**config.mk**
```make
export PLATFORM = sky130hd
export DESIGN_NAME = sort_engine_with_merge_flat
export DESIGN_NICKNAME = d
export VERILOG_FILES = /design/src/rtl/sort_engine_if.sv /design/src/rtl/sort_engine_with_merge.sv /design/src/flat_wrapper.sv
export SDC_FILE = /design/constraint.sdc
export NUM_CORES = 1
export LEC_CHECK = 0
export CAP_MARGIN = 20
export CORE_MARGIN = 2
export CORE_UTILIZATION = 58
export DETAILED_ROUTE_END_ITERATION = 6
export PLACE_DENSITY = 0.77
export SYNTH_ARGS = -nofsm -noshare
export SYNTH_HDL_FRONTEND = slang
export SYNTH_SLANG_ARGS = --single-unit
```
**constraint.sdc**
```tcl
create_clock -name clk_i -period 10.2 [get_ports clk_i]
set_input_delay 2.04 -clock clk_i [delete_from_list [all_inputs] [get_ports clk_i]]
set_output_delay 2.04 -clock clk_i [all_outputs]
set_load 0.01 [all_outputs]
```
**src/rtl/sort_engine_if.sv**
```systemverilog
// Streaming packet bus for sort_engine_with_merge: pkt_i_* carries words into the
// sorter, pkt_o_* carries sorted words out. The DUT uses the slave modport.
interface sort_engine_if #(
  parameter int unsigned DWIDTH = 8
);
  logic [DWIDTH-1:0] pkt_i_data;
  logic              pkt_i_valid;
  logic              pkt_i_sop;
  logic              pkt_i_eop;
  logic              pkt_i_ready;
  logic [DWIDTH-1:0] pkt_o_data;
  logic              pkt_o_valid;
  logic              pkt_o_sop;
  logic              pkt_o_eop;
  logic              pkt_o_ready;

  modport master (
    output pkt_i_data, pkt_i_valid, pkt_i_sop, pkt_i_eop,
    input  pkt_i_ready,
    input  pkt_o_data, pkt_o_valid, pkt_o_sop, pkt_o_eop,
    output pkt_o_ready
  );

  modport slave (
    input  pkt_i_data, pkt_i_valid, pkt_i_sop, pkt_i_eop,
    output pkt_i_ready,
    output pkt_o_data, pkt_o_valid, pkt_o_sop, pkt_o_eop,
    input  pkt_o_ready
  );
endinterface

```
**src/rtl/sort_engine_with_merge.sv**
```systemverilog
// Packet sorter: words of one packet are dealt round-robin into ENGINE_CNT
// insertion-sort lanes, then merged into one sorted output packet.
// Build option: define SORT_DESCENDING_EN for descending order (default ascending).
module sort_engine_with_merge #(
  parameter int unsigned AWIDTH     = 6,
  parameter int unsigned DWIDTH     = 8,
  parameter int unsigned ENGINE_CNT = 4
) (
  input logic          clk_i,
  input logic          rst_i,
  sort_engine_if.slave bus
);
  localparam int unsigned MaxWords  = 2 ** AWIDTH;
  localparam int unsigned LaneDepth = MaxWords / ENGINE_CNT;
  localparam int unsigned CntW      = AWIDTH + 1;
  localparam int unsigned LselW     = (ENGINE_CNT > 1) ? $clog2(ENGINE_CNT) : 1;

  typedef enum logic [0:0] {StLoad, StMerge} state_e;

  state_e            state_q;
  logic [DWIDTH-1:0] lane_q [ENGINE_CNT][LaneDepth];
  logic [CntW-1:0]   cnt_q [ENGINE_CNT];
  // Stored words: word index while loading, words still to emit while merging.
  logic [CntW-1:0]   word_cnt_q;
  logic              first_q;

  // True when a must be placed after b in the lane / output order.
  function automatic logic after(input logic [DWIDTH-1:0] a, input logic [DWIDTH-1:0] b);
`ifdef SORT_DESCENDING_EN
    return a < b;
`else
    return a > b;
`endif
  endfunction

  logic              in_xfer, out_xfer, store;
  logic [CntW-1:0]   eff_idx, base_cnt;
  logic [LselW-1:0]  tgt_lane, win_lane;
  logic [DWIDTH-1:0] ins_row [LaneDepth];
  logic [DWIDTH-1:0] win_data, cur, prev_val;
  logic              prev_keep, keep, any_valid;

  // Insertion row for the target lane and merge winner selection.
  always_comb begin
    in_xfer   = bus.pkt_i_valid && (state_q == StLoad);
    eff_idx   = bus.pkt_i_sop ? '0 : word_cnt_q;
    store     = in_xfer && (eff_idx < CntW'(MaxWords));
    tgt_lane  = LselW'(eff_idx % CntW'(ENGINE_CNT));
    base_cnt  = bus.pkt_i_sop ? '0 : cnt_q[tgt_lane];
    prev_keep = 1'b1;
    prev_val  = '0;
    cur       = '0;
    keep      = 1'b0;
    // Lane is sorted, so the kept elements form a prefix; the new word lands right
    // after it (after existing equals) and the rest shift up one slot.
    for (int j = 0; j < LaneDepth; j++) begin
      cur  = lane_q[tgt_lane][j];
      keep = (CntW'(j) < base_cnt) && !after(cur, bus.pkt_i_data);
      if (keep)           ins_row[j] = cur;
      else if (prev_keep) ins_row[j] = bus.pkt_i_data;
      else                ins_row[j] = prev_val;
      prev_keep = keep;
      prev_val  = cur;
    end
    any_valid = 1'b0;
    win_lane  = '0;
    win_data  = '0;
    // Strict comparison keeps the lowest lane on ties.
    for (int l = 0; l < ENGINE_CNT; l++) begin
      if (cnt_q[l] != '0 && (!any_valid || after(win_data, lane_q[l][0]))) begin
        any_valid = 1'b1;
        win_lane  = LselW'(l);
        win_data  = lane_q[l][0];
      end
    end
  end

  // Outputs are decoded from registered state only.
  always_comb begin
    bus.pkt_i_ready = (state_q == StLoad);
    bus.pkt_o_valid = (state_q == StMerge) && any_valid;
    bus.pkt_o_data  = bus.pkt_o_valid ? win_data : '0;
    bus.pkt_o_sop   = bus.pkt_o_valid && first_q;
    bus.pkt_o_eop   = bus.pkt_o_valid && (word_cnt_q == CntW'(1));
    out_xfer        = bus.pkt_o_valid && bus.pkt_o_ready;
  end

  // Load/merge FSM together with lane storage.
  always_ff @(posedge clk_i) begin
    if (rst_i) begin
      state_q    <= StLoad;
      word_cnt_q <= '0;
      first_q    <= 1'b0;
      for (int l = 0; l < ENGINE_CNT; l++) cnt_q[l] <= '0;
    end else begin
      unique case (state_q)
        StLoad: begin
          if (in_xfer) begin
            if (bus.pkt_i_sop) begin
              for (int l = 0; l < ENGINE_CNT; l++) cnt_q[l] <= '0;
            end
            if (store) begin
              for (int j = 0; j < LaneDepth; j++) lane_q[tgt_lane][j] <= ins_row[j];
              cnt_q[tgt_lane] <= base_cnt + CntW'(1);
              word_cnt_q      <= eff_idx + CntW'(1);
            end
            if (bus.pkt_i_eop && (store || word_cnt_q != '0)) begin
              state_q <= StMerge;
              first_q <= 1'b1;
            end
          end
        end
        StMerge: begin
          if (out_xfer) begin
            for (int j = 1; j < LaneDepth; j++) lane_q[win_lane][j-1] <= lane_q[win_lane][j];
            cnt_q[win_lane] <= cnt_q[win_lane] - CntW'(1);
            word_cnt_q      <= word_cnt_q - CntW'(1);
            first_q         <= 1'b0;
            if (word_cnt_q == CntW'(1)) state_q <= StLoad;
          end
        end
        default: state_q <= StLoad;
      endcase
    end
  end
endmodule

```
**src/flat_wrapper.sv**
```systemverilog
// flat-port wrapper written by rule: the top's interface ports become plain ports
module sort_engine_with_merge_flat 
#(
  parameter int unsigned AWIDTH     = 6,
  parameter int unsigned DWIDTH     = 8,
  parameter int unsigned ENGINE_CNT = 4
)
  (clk_i, rst_i, bus_pkt_i_data, bus_pkt_i_valid, bus_pkt_i_sop, bus_pkt_i_eop, bus_pkt_i_ready, bus_pkt_o_data, bus_pkt_o_valid, bus_pkt_o_sop, bus_pkt_o_eop, bus_pkt_o_ready);
  sort_engine_if #(.DWIDTH(DWIDTH)) bus_i ();
  input logic clk_i;
  input logic rst_i;
  input wire logic [$bits(bus_i.pkt_i_data)-1:0] bus_pkt_i_data;
  input wire logic [$bits(bus_i.pkt_i_valid)-1:0] bus_pkt_i_valid;
  input wire logic [$bits(bus_i.pkt_i_sop)-1:0] bus_pkt_i_sop;
  input wire logic [$bits(bus_i.pkt_i_eop)-1:0] bus_pkt_i_eop;
  output wire logic [$bits(bus_i.pkt_i_ready)-1:0] bus_pkt_i_ready;
  output wire logic [$bits(bus_i.pkt_o_data)-1:0] bus_pkt_o_data;
  output wire logic [$bits(bus_i.pkt_o_valid)-1:0] bus_pkt_o_valid;
  output wire logic [$bits(bus_i.pkt_o_sop)-1:0] bus_pkt_o_sop;
  output wire logic [$bits(bus_i.pkt_o_eop)-1:0] bus_pkt_o_eop;
  input wire logic [$bits(bus_i.pkt_o_ready)-1:0] bus_pkt_o_ready;
  assign bus_i.pkt_i_data = bus_pkt_i_data;
  assign bus_i.pkt_i_valid = bus_pkt_i_valid;
  assign bus_i.pkt_i_sop = bus_pkt_i_sop;
  assign bus_i.pkt_i_eop = bus_pkt_i_eop;
  assign bus_pkt_i_ready = bus_i.pkt_i_ready;
  assign bus_pkt_o_data = bus_i.pkt_o_data;
  assign bus_pkt_o_valid = bus_i.pkt_o_valid;
  assign bus_pkt_o_sop = bus_i.pkt_o_sop;
  assign bus_pkt_o_eop = bus_i.pkt_o_eop;
  assign bus_i.pkt_o_ready = bus_pkt_o_ready;
  sort_engine_with_merge #(.AWIDTH(AWIDTH), .DWIDTH(DWIDTH), .ENGINE_CNT(ENGINE_CNT)) u_core (.clk_i(clk_i), .rst_i(rst_i), .bus(bus_i));
endmodule
```
==> results_tabular.tex <==
\begin{tabular}{lr}
\hline
Metric & Value \\
\hline
\multicolumn{2}{l}{\textbf{Routing}} \\
\quad Number of search-and-repair iterations in the first detailed-routing pass & 7 \\
\quad Wire per inst & 25.7 um \\
\quad Detailed-route vias per instance & 7.01 \\
\quad Number of nets with antenna violations after routing & 0 \\
\quad DRC violation count after routing & 9 \\
\quad Via count & 27.5k \\
\quad DRC violation total after the first TritonRoute iteration & 3793 \\
\quad Post-detailed-routing wire length & 101000 um \\
\multicolumn{2}{l}{\textbf{Synthesis}} \\
\quad Library cell occupying the most area in the post-synthesis netlist & sky130\_fd\_sc\_hd\_\_edfxtp\_1 \\
\quad Ys flop type & sky130\_fd\_sc\_hd\_\_edfxtp\_1 \\
\quad Sequential-to-total area share from yosys stat & 49.7\% \\
\quad Area of the mapped netlist & 0.0330 sq mm \\
\quad Yosys warns & 0 \\
\quad Leading post-synthesis cells by instance count & 607 x sky130\_fd\_sc\_hd\_\_nand2\_1, 540 x sky130\_fd\_sc\_hd\_\_edfxtp\_1, 247 x sky130\_fd\_sc\_hd\_\_a211oi\_1 \\
\quad Ranking of synthesized cells by area & sky130\_fd\_sc\_hd\_\_edfxtp\_1 49\%, sky130\_fd\_sc\_hd\_\_nand2\_1 6.9\%, sky130\_fd\_sc\_hd\_\_ha\_1 6.0\%, sky130\_fd\_sc\_hd\_\_a211oi\_1 5.6\%, sky130\_fd\_sc\_hd\_\_mux2i\_1 4.2\% \\
\quad Post-Synthesis Cells & 3227 \\
\quad Post-synthesis average cell area & 10.2 sq um \\
\quad Proportion of synthesized flip-flops having asynchronous set or reset & 0\% \\
\quad Top cell type's share of synthesized area & 49.1\% \\
\quad Total nets after synthesis & 3398 \\
\quad Yosys reg bits & 549 \\
\quad EDFF count, synth & 540 \\
\quad Most numerous cell in the Yosys netlist & sky130\_fd\_sc\_hd\_\_nand2\_1 \\
\quad Synth cell types & 77 \\
\multicolumn{2}{l}{\textbf{Global route}} \\
\quad Total global routing track utilization & 33.4\% \\
\quad First-pass GRT wire length & 154000 um \\
\quad Grt total ovfl & 0 \\
\quad Maximum number of pins on one net before global-route repair & 190 \\
\quad Via count of the first global-routing pass & 27.2k \\
\quad Initial antenna violation count & 0 \\
\multicolumn{2}{l}{\textbf{Clock tree}} \\
\quad Post-CTS Setup Inserts & 0 \\
\quad Clock latency at the later pin of the worst-skew pair & 0.65 ns \\
\quad Max H-tree Level & 2 \\
\quad CTS resizes & 0 \\
\quad Hold buffers post-CTS & 0 \\
\quad Clock buffer count from CTS & 58 \\
\quad Clock transition at path regs & 0.06 ns \\
\quad Root buffer cell & sky130\_fd\_sc\_hd\_\_clkbuf\_16 \\
\quad Num Clock Sinks & 549 \\
\quad CTS tree & yes \\
\quad CTS Buffer Depth & 3 \\
\multicolumn{2}{l}{\textbf{Timing}} \\
\quad Final worst clock skew & 0.0283 ns \\
\quad Final slew viol count & 104 \\
\quad Relative slew slack & -11.8\% \\
\quad Number of failing hold endpoints at the final stage & 0 \\
\quad Post-layout min period & 9.57 ns \\
\quad Maximum achievable frequency & 0.104 GHz \\
\quad Final Cycle Share & 93.9\% \\
\quad Setup repair after global routing missed its margin & false \\
\quad Final number of setup-violating endpoints & 0 \\
\quad Fin Setup TNS & 0 ns \\
\quad Worst-margin pin slew & 1.68 ns \\
\multicolumn{2}{l}{\textbf{Worst setup path}} \\
\quad Crit path required time & 8.16 ns \\
\quad Crit-path max FO & 15 \\
\quad WS Path Type & reg2out \\
\quad Startpoint Class & flip-flop \\
\quad CP arrival & 7.53 ns \\
\quad Kind of capture point of the worst setup path & output pin \\
\multicolumn{2}{l}{\textbf{Floorplan}} \\
\quad Effective utilization at floorplan & 58.6\% \\
\quad Height of the chip & 243 um \\
\quad Core Area & 0.0563 sq mm \\
\quad DIE WIDTH & 243 um \\
\quad Io pins & 26 \\
\quad Area enclosed by the die boundary & 0.0588 sq mm \\
\quad FP Rows & 87 \\
\multicolumn{2}{l}{\textbf{Final layout}} \\
\quad Fin util & 63.4\% \\
\quad Antenna diode instance count & 0 \\
\quad Count of nets after finishing & 3298 \\
\quad Layout Area Growth over Synthesis & 8.15\% \\
\quad Share of layout cells above drive strength 1 & 7.92\% \\
\multicolumn{2}{l}{\textbf{Worst hold path}} \\
\quad Kind of path behind the tightest hold check & reg2reg \\
\multicolumn{2}{l}{\textbf{Job}} \\
\quad \# Max-Cap Violations & 0 \\
\multicolumn{2}{l}{\textbf{Placed design}} \\
\quad Post-detail-place hpwl & 59300 um \\
\quad Port buffer count & 25 \\
\quad Routability Congestion & 0.939 \\
\multicolumn{2}{l}{\textbf{Power}} \\
\quad Largest voltage drop on the vdd net & 160 uV \\
\quad Pwr Density & 216 mW/mm\^{}2 \\
\quad Leakage power & 0.0129 uW \\
\multicolumn{2}{l}{\textbf{Status}} \\
\quad Status & finished, violations left \\
\quad Violated checks & DRC, slew limit \\
\hline
\end{tabular}
[state kept, by name, indices dropped and copies added, names as in the netlist]
| name | cells |
|---|---|
| u_core.cnt_q | 28 |
| u_core.first_q | 1 |
| u_core.lane_q | 512 |
| u_core.state_q | 1 |
| u_core.word_cnt_q | 7 |
[layer usage]
| metal | up-vias | track usage, % | part of all wire (%) |
|---|---|---|---|
| met4 | 0 | 15.6 | 4.2 |
| li1 | 12000 | - | - |
| met2 | 1907 | 55.0 | 47 |
| met5 | - | 0 | 0 |
| met3 | 341 | 6.05 | 12 |
| met1 | 13300 | 42.9 | 37 |
[layout by cell type, fill, tap and decap left out, drive strengths merged, types with 23 or more instances in the layout]
master         Yosys  layout
a221oi            28      28
clkbuf           196      74
mux2i            138     138
buf               47      58
clkdlybuf4s50      0      25
edfxtp           540     540
nor2b             27      27
a311oi           123     123
mux2              69      69
and2             115     115
a31oi            126     126
nor2             226     226
nand3             23      23
a21oi            181     181
inv               74      77
nand2            608     608
ha               157     157
a211oi           249     249
o211a             32      32
o21ai             57      57
nand4             23      23
[power by group]
| part | internal (uW) | total, uW | leakage (uW) | switching, uW |
|---|---|---|---|---|
| Combinational | 902 | 2670 | 0.00697 | 1770 |
| Clock | 1230 | 2130 | 0.000898 | 896 |
| Sequential | 2860 | 2930 | 0.00501 | 65.2 |
| Total | 4990 | 7720 | 0.0129 | 2730 |
[metrics by stage]
stage	setup slack (ns)	cells	instance area (sq um)	total power, uW	hold WS, ns
after global routing	0.136	3926	35700	8040	0.543
after floorplan	0.780	3227	33000	4850	0.478
after global placement	1.60	3821	33800	5450	0.504
after detailed placement	1.43	3821	33800	5550	0.510
final	0.626	3926	35700	7720	0.522
after CTS	0.717	3924	35700	7650	0.517
[critical path: stages, from the launching register on]
cell	delay, ns
sky130_fd_sc_hd__edfxtp_1	0.45
sky130_fd_sc_hd__nor4_2	0.42
sky130_fd_sc_hd__nand2_1	0.29
sky130_fd_sc_hd__nand2_1	0.14
sky130_fd_sc_hd__inv_1	0.06
sky130_fd_sc_hd__ha_1	0.30
sky130_fd_sc_hd__a211o_1	0.25
sky130_fd_sc_hd__o211ai_1	0.16
sky130_fd_sc_hd__nand3b_1	0.31
sky130_fd_sc_hd__o21ai_4	0.40
sky130_fd_sc_hd__o21ai_0	0.22
sky130_fd_sc_hd__ha_1	0.35
sky130_fd_sc_hd__nor2b_1	0.14
sky130_fd_sc_hd__o211ai_1	0.15
sky130_fd_sc_hd__a21oi_1	0.18
sky130_fd_sc_hd__o21ai_4	0.40
sky130_fd_sc_hd__mux2_2	0.41
sky130_fd_sc_hd__ha_1	0.33
sky130_fd_sc_hd__nand4_1	0.15
sky130_fd_sc_hd__o311a_1	0.36
sky130_fd_sc_hd__a211oi_2	0.38
sky130_fd_sc_hd__buf_4	0.27
sky130_fd_sc_hd__o211ai_1	0.11
sky130_fd_sc_hd__a21oi_1	0.14
sky130_fd_sc_hd__clkdlybuf4s50_1	0.55
[final cells by class]
class                           count  area [sq um]
Clock inverter                     29           319
Inverter                           76           310
Sequential cell                   549         16400
Timing Repair Buffer               83           781
Tap cell                          756           946
Multi-Input combinational cell   2359         15400
Clock buffer                       74          1530
Fill cell                        4285         20600
[worst paths after layout]
kind / start / to / slack [ns] / cells past startpoint
max: u_core.cnt_q[0][2]$_SDFFCE_PN0P_ / bus_pkt_o_data[0] / 0.63 / 24
min: u_core.word_cnt_q[5]$_SDFFE_PP0P_ / u_core.word_cnt_q[5]$_SDFFE_PP0P_ / 0.52 / 1
max reg2reg: u_core.cnt_q[0][2]$_SDFFCE_PN0P_ / u_core.lane_q[0][64]$_DFFE_PP_ / 1.68 / 26
min reg2reg: u_core.word_cnt_q[5]$_SDFFE_PP0P_ / u_core.word_cnt_q[5]$_SDFFE_PP0P_ / 0.52 / 1
[logic make-up after synthesis]
logic type,after synthesis,share of synthesized area [%]
and+or+nand+nor,1100,14.5
AOI/OAI and AO/OA,885,19.1
DFF,549,49.7
buffers and inverters,319,3.88
muxes,209,6.68
adders and majority gates,157,5.95
xor gates and xnor gates,8,0.212
(Power assumes the default switching activity.)
